## src/rtl/alu_operand_serdes.sv

```systemverilog
// Byte-bus <-> 2-bit-serial ALU operand/result bridge: loads 1|2 bytes, shifts LSB-first, stores 1|2 bytes.
// Latency: load(1|2) + ALU cycles + store(1|2), no extra cycles; IDLE re-entered the cycle after the last store.
// Backpressure: LOAD waits on rd_valid, SHIFT advances only on alu_active, STORE holds wr_data until wr_ready.
// Optional feature macro: SERDES_PARITY_EN (result parity register); undefined ties parity to 0.
module alu_operand_serdes #(
   parameter int REG_BITS = 8,
   parameter int NSHIFT   = 2
) (
   input  logic                clk,
   input  logic                reset,
   input  logic                start,
   input  logic                pair,
   input  logic                load_en,
   input  logic                store_en,
   input  logic                rd_valid,
   output logic                rd_ready,
   input  logic [REG_BITS-1:0] rd_data,
   input  logic                alu_active,
   input  logic                op_done,
   output logic [NSHIFT-1:0]   data_in,
   input  logic [NSHIFT-1:0]   data_out,
   output logic                wr_valid,
   input  logic                wr_ready,
   output logic [REG_BITS-1:0] wr_data,
   output logic                busy,
   output logic                parity
);

   localparam int BW   = 2 * REG_BITS;
   localparam int NCYC = BW / NSHIFT;
   localparam int CW   = $clog2(NCYC);
   localparam logic [CW-1:0] CNT_MAX = CW'(NCYC - 1);

   typedef enum logic [2:0] {
      S_IDLE     = 3'd0,
      S_LOAD_LO  = 3'd1,
      S_LOAD_HI  = 3'd2,
      S_SHIFT    = 3'd3,
      S_STORE_LO = 3'd4,
      S_STORE_HI = 3'd5
   } state_t;

   state_t          state_q, state_d;
   logic [BW-1:0]   data_q, data_d;
   logic [CW-1:0]   cnt_q, cnt_d;
   logic            pair_q, pair_d;
   logic            store_q, store_d;
   logic            enter_shift;

   // Next-state, buffer update and bus/ALU outputs; everything defaults to hold/idle.
   always_comb begin
      state_d  = state_q;
      data_d   = data_q;
      cnt_d    = cnt_q;
      pair_d   = pair_q;
      store_d  = store_q;
      rd_ready = 1'b0;
      wr_valid = 1'b0;
      wr_data  = data_q[REG_BITS-1:0];
      data_in  = '0;
      case (state_q)
         S_IDLE: begin
            if (start) begin
               pair_d  = pair;
               store_d = store_en;
               // Without a load the previous result stays in the buffer as the new operand.
               state_d = load_en ? S_LOAD_LO : S_SHIFT;
            end
         end
         S_LOAD_LO: begin
            rd_ready = 1'b1;
            if (rd_valid) begin
               data_d[REG_BITS-1:0] = rd_data;
               if (!pair_q) begin
                  data_d[BW-1:REG_BITS] = '0;
               end
               state_d = pair_q ? S_LOAD_HI : S_SHIFT;
            end
         end
         S_LOAD_HI: begin
            rd_ready = 1'b1;
            if (rd_valid) begin
               data_d[BW-1:REG_BITS] = rd_data;
               state_d = S_SHIFT;
            end
         end
         S_SHIFT: begin
            data_in = data_q[NSHIFT-1:0];
            if (alu_active) begin
               // Result bits enter at the top of the active width while operand bits leave at the bottom.
               if (pair_q) begin
                  data_d = {data_out, data_q[BW-1:NSHIFT]};
               end else begin
                  data_d[REG_BITS-1:0] = {data_out, data_q[REG_BITS-1:NSHIFT]};
               end
               if (cnt_q != CNT_MAX) begin
                  cnt_d = cnt_q + CW'(1);
               end
               if (op_done) begin
                  state_d = store_q ? S_STORE_LO : S_IDLE;
               end
            end
         end
         S_STORE_LO: begin
            wr_valid = 1'b1;
            wr_data  = data_q[REG_BITS-1:0];
            if (wr_ready) begin
               state_d = pair_q ? S_STORE_HI : S_IDLE;
            end
         end
         S_STORE_HI: begin
            wr_valid = 1'b1;
            wr_data  = data_q[BW-1:REG_BITS];
            if (wr_ready) begin
               state_d = S_IDLE;
            end
         end
         default: begin
            state_d = S_IDLE;
         end
      endcase
      enter_shift = (state_d == S_SHIFT) && (state_q != S_SHIFT);
      if (enter_shift) begin
         cnt_d = '0;
      end
   end

   // State, buffer, counter and latched transaction mode registers.
   always_ff @(posedge clk) begin
      if (reset) begin
         state_q <= S_IDLE;
         data_q  <= '0;
         cnt_q   <= '0;
         pair_q  <= 1'b0;
         store_q <= 1'b0;
      end else begin
         state_q <= state_d;
         data_q  <= data_d;
         cnt_q   <= cnt_d;
         pair_q  <= pair_d;
         store_q <= store_d;
      end
   end

   assign busy = (state_q != S_IDLE);

`ifdef SERDES_PARITY_EN
   logic par_q, par_d;
   logic shift_en;

   assign shift_en = (state_q == S_SHIFT) && alu_active;

   // Running XOR of every result bit returned by the ALU during the current shift phase.
   always_comb begin
      par_d = par_q;
      if (enter_shift) begin
         par_d = 1'b0;
      end else if (shift_en) begin
         par_d = par_q ^ (^data_out);
      end
   end

   // Parity register; holds its value until the next shift phase begins.
   always_ff @(posedge clk) begin
      if (reset) begin
         par_q <= 1'b0;
      end else begin
         par_q <= par_d;
      end
   end

   assign parity = par_q;
`else
   assign parity = 1'b0;
`endif

endmodule

```

## config.mk

```make
export PLATFORM = sky130hd
export DESIGN_NAME = alu_operand_serdes
export DESIGN_NICKNAME = d
export VERILOG_FILES = /design/src/rtl/alu_operand_serdes.sv
export SDC_FILE = /design/constraint.sdc
export NUM_CORES = 1
export LEC_CHECK = 0
export ABC_AREA = 1
export ABC_CLOCK_PERIOD_IN_PS = 1650
export BUFFER_PORTS_ARGS = -buffer_cell sky130_fd_sc_hd__buf_2
export CAP_MARGIN = 5
export CORE_MARGIN = 10
export CORE_UTILIZATION = 52
export DETAILED_ROUTE_END_ITERATION = 6
export HOLD_SLACK_MARGIN = 0.12
export PLACE_DENSITY = 0.79
export REMOVE_ABC_BUFFERS = 1
export SLEW_MARGIN = 30
export SYNTH_ARGS = -nofsm -noshare
export SYNTH_HDL_FRONTEND = slang
export SYNTH_SLANG_ARGS = --single-unit
```

## constraint.sdc

```tcl
create_clock -name clk -period 1.65 [get_ports clk]
set_clock_uncertainty 0.15 [all_clocks]
set_input_delay 0.165 -clock clk [delete_from_list [all_inputs] [get_ports clk]]
set_output_delay 0.165 -clock clk [all_outputs]
set_load 0.05 [all_outputs]
```

## Yosys cells after proc, flatten, opt, wreduce, memory -nomap -nowiden

Cells that the tools add are included.

| word-level totals | value |
|---|---|
| bits in registers | 21 |
| word-level logic and storage cells | 53 |
| output and inout port bits | 14 |
| input bits | 20 |

| cells by class | value |
|---|---|
| reductions and logical operators | 10 |
| equal/unequal tests | 14 |
| mux-type cells | 24 |

Operators by type and width:

| operator | number |
|---|---|
| $mux W8 | 5 |
| $mux W16 | 2 |
| $mux W3 | 9 |
| $pmux W8 S3 | 1 |
| $ne A2 B2 Y1 const B | 9 |
| $pmux W3 S6 | 1 |
| $pmux W8 S2 | 1 |
| $reduce_and A7 Y1 | 1 |
| $eq A3 B2 Y1 const B | 2 |
| $eq A3 B3 Y1 const B | 2 |
| $reduce_and A6 Y1 | 1 |
| $reduce_bool A3 Y1 | 2 |
| $mux W2 | 2 |
| $reduce_or A2 Y1 | 2 |
| $eq A3 B1 Y1 const B | 1 |
| $logic_not A3 Y1 | 1 |
| $mux W1 | 3 |
| $reduce_and A3 Y1 | 1 |
| $reduce_and A2 Y1 | 1 |
| $reduce_bool A2 Y1 | 1 |

## Longest topological paths before layout

| logic depth | value |
|---|---|
| word-level depth | 4 |
| mapped depth | 10 |
| depth with buffers taken out | 9 |

## Worst setup path after synthesis

Ideal clock, no wire load.

| timing | value |
|---|---|
| kind | register -> output |
| from | register state_q[1] |
| to | output wr_data[0] |
| arrival | 2.799 ns |
| slack | -1.464 ns |
| stages on the path, launching flop included | 6 |
| path buffers | 2 |
| data required time | 1.335 ns |
| path through | dfxtp_1 > buf_4 > nor2_1 > nand2_1 > clkbuf_1 > o21ai_0 |

| on the way | value |
|---|---|
| word-level cells in the longest chain between the ends | 2 |

Ends and longest elaborated chain:

| what | line | RTL |
|---|---|---|
| start, declared | 43 | `state_t state_q, state_d;` |
| start signal, assigned | 137 | `state_q <= state_d;` |
| $eq A3 B3 Y1 | 61 | `case (state_q)` |
| $mux W8 | 61 |  |
| end, declared | 24 | `output logic [REG_BITS-1:0] wr_data,` |

Every way passes these cells.

## Final worst setup path

Same ends and word-level chain as after synthesis.

==> summary.md <==
| Metric | Value |
|---|---|
| CP max-delay cell | `dfxtp_4` |
| Synth Warn # | `0` |
| Final hold viol count | `0` |
| Post-synth cell types | `20` |
| Syn avg cell area | `slightly below 6 µm²` |
| FP Rows | `18` |
| Min-Delay Path Depth | `5` |
| Multiplexer area fraction after synthesis | `0%` |
| Leak | `about 1.1 nW` |
| Hold_sp | `alu_active` |
| Grt ovf | `0` |
| #FFs+latches synth | `21` |
| Gr usage total | `about 15%` |
| Post-layout nets | `roughly 310` |
| Sequential cell area | `429 µm²` |
| Worst r2r src | `state_q[1]$_SDFFE_PP0P_` |
| H-tree depth | `1` |
| Clock slew at reported path FFs | `0.12 ns` |
| Req. time, crit path | `1.33 ns` |
| Skew-Pair Late Insertion Delay | `0.32 ns` |
| Vias in the first global route | `between 1,000 and 1,500` |
| Setup WS post-layout | `-0.0694 ns` |
| Initial antenna violation count | `0` |
| VDD IR max | `between 1000 and 1500 µV` |
| Setup violators final | `8` |
| Buf/Inv on CP | `2` |
| Hold WC Path Type | `input pin to flop` |
| Final Cycle Share | `104%` |
| Multi-input logic area | `~800 µm²` |
| Max Buffers Root-to-Sink | `2` |
| Layout cells sized above 1 | `between 30 and 40%` |
| Maxcap violations | `0` |
| Crit path cell chain | `nor2_4, nand2_4, clkbuf_16, o21ai_2, buf_6` |
| Detailed Route WL | `between 4 and 5 mm` |
| Worst Setup Slack post-DPL | `0.0751 ns` |
| Initial DRC count | `160` |
| Via count | `around 1,600` |
| Synth Area in Compound Gates | `15.2%` |
| Worst R2R End | `data_q[14]$_SDFFE_PP0P_` |
| CTS tree | `yes` |
| Reg2Reg Setup Slack | `0.07 ns` |
| Total CTS buffers | `3` |
| Slew Viols, Final | `0` |
| Die height | `between 70 and 80 µm` |
| WL per Instance | `about 13 µm` |
| Ant diodes | `0` |
| Antenna-violating nets left | `0` |
| Status | `finished with violations` |
| Detailed placement HPWL | `around 2.5 mm` |
| Sequential-to-total area share from yosys stat | `32.0%` |
| P per Cell Area | `between 1500 and 2000 nW/µm²` |
| R2R cell count | `8` |
| Hold Path End | `data_q[0]$_SDFFE_PP0P_` |
| Final Cell Area | `2010 µm²` |
| Synth Instances | `~220` |
| Failing checks | `negative setup slack` |
| Die area | `4940 µm²` |
| CP delay by family, top | `flip-flops` |
| Unrepaired setup endpoints after global routing | `true` |
| DRC viols | `0` |
| Initial Utilization | `between 50% and 60%` |
| RePlAce Congestion | `about 0.78` |
| IO buf count | `32` |
| Area after DPL | `1560 µm²` |
| First-pass GRT wire length | `approximately 6 mm` |
| Critical Path Fanout Max | `8` |
| Area growth from synthesis to layout | `52.9%` |
| I/O pin cnt | `34` |
| Die X-Extent | `70.3 µm` |
| Simple-gate share of the synthesized area | `a little under two fifths` |
| # fillers | `163` |
| Largest net degree at the start of global routing | `19` |
| Post-Synth Adder-Cell Area | `0%` |
| Critical path type | `flop to output port` |
| Fmax | `around 0.58 GHz` |
| Mapped cell area | `1310 µm²` |
| Final worst path period need | `roughly 1.7 ns` |
| DR vias/cell | `4.98` |
| Post-synthesis xor/xnor area fraction | `0%` |
| Clk root buf | `clkbuf_4` |
| Combinational family with the most area after synthesis | `simple AND/OR/NAND/NOR gates` |
| Core Region | `between 2000 and 2500 µm²` |
| # clock sinks | `21` |
| Worst path arrival time | `between 1 and 1.5 ns` |
| CP peak stage delay | `about 0.40 ns` |
| Crit. End Element | `output port` |
| Worst Setup Start Kind | `flop` |
| TritonRoute pass-1 iters | `4` |
## layout make-up
cell class	count	area share [%]
multi-input cells	155	39.8
repair buffers	67	28.2
flip-flops and latches	21	21.4
inverters	39	7.41
well taps	30	1.87
clock buffers	3	1.12
clock inverters	1	0.249
## cell usage in the layout, fill, tap and decap left out, drive strengths merged
master and n:
conb 1, dfxtp 21, o21ai 25, a21oi 2, inv 39, nand3 9
dlygate4sd3 15, o22ai 8, clkbuf 4, o21bai 1, clkinv 1, nand2 65
buf 51, nand4 1, nor2 43
## kinds of logic after synthesis
logic type / Yosys count
compound gates: 36
other cells: 1
flops: 21
simple gates: 117
buf+inv: 48
## metrics by stage
stage	hold slack (ns)	instances	TNS (ns)	util (%)	total power, mW
2_1_floorplan	0.206	214	-13.54	-	2.33
3_3_place_gp	0.295	290	0	63.6	2.87
3_5_place_dp	0.296	290	0	63.6	2.89
4_1_cts	0.175	311	-0.296	75.7	3.44
5_1_grt	0.191	316	-0.702	81.8	4.07
6_report	0.175	316	-0.436	81.8	3.77
## how the worst max path moves through the flow
| stage | startpoint | slack [ns] | cells after the start | end |
|---|---|---|---|---|
| floorplan | state_q[2]$_SDFFE_PP0P_ | -1.46 | 4 | wr_data[0] |
| global placement | state_q[2]$_SDFFE_PP0P_ | 0.11 | 6 | wr_data[6] |
| detailed placement | state_q[2]$_SDFFE_PP0P_ | 0.08 | 6 | wr_data[6] |
| CTS | state_q[1]$_SDFFE_PP0P_ | -0.05 | 5 | wr_data[3] |
| global route | state_q[1]$_SDFFE_PP0P_ | -0.1 | 5 | wr_data[0] |
| finish | state_q[1]$_SDFFE_PP0P_ | -0.07 | 5 | wr_data[0] |
## sequential cells by signal, summed over array words and instances, names as in the netlist
name     count
pair_q       1
data_q      16
state_q      3
store_q      1
## worst register-to-register path: cells and delay by family (launching register included)
family,cells,cell delay [ns]
flops,1,0.42
buf+inv,1,0.17
simple gates,7,0.75
## per-layer routing
layer | wire length [µm] | share of wire, % | GRT usage, % | vias to the layer above
met5 | 0 | 0 | 0 | -
li1 | - | - | - | 812
met3 | 275 | 6.7 | 4.10 | 5
met2 | 2050 | 50 | 24.9 | 45
met4 | 46 | 1.1 | 5.26 | 0
met1 | 1760 | 42 | 16.8 | 713
## repair_timing
item	4_1_cts	5_1_grt
hold endpoints to repair	19	0
pin swaps	2	3
buffers inserted	2	3
setup endpoints to repair	12	17
gates resized for setup	42	25
gates cloned	0	2
hold buffers	15	0
## cell usage after synthesis
cell type / instances / share of area (%)
nand3_4: 2 / 2.7
nand3_1: 5 / 1.9
o22ai_1: 8 / 3.8
clkbuf_1: 5 / 1.4
o21ai_0: 22 / 8.4
conb_1: 1 / 0.29
nand2_2: 2 / 0.95
a21oi_1: 2 / 0.76
dfxtp_1: 21 / 32
nand3_2: 1 / 0.76
o21ai_1: 1 / 0.38
nand4_1: 1 / 0.48
inv_1: 36 / 10
o21ai_2: 2 / 1.3
buf_6: 2 / 1.7
inv_2: 3 / 0.86
o21bai_1: 1 / 0.57
nor2_1: 43 / 12
buf_4: 2 / 1.1
nand2_1: 63 / 18
## report_power, final
group          leakage (nW)  total, mW  switching, mW  internal, mW
clock                0.0177      0.265          0.174        0.0911
combinational         0.873       2.65           1.69         0.961
sequential            0.174      0.859          0.123         0.736
total                  1.07       3.77           1.99          1.79
(Power assumes the default switching activity.)
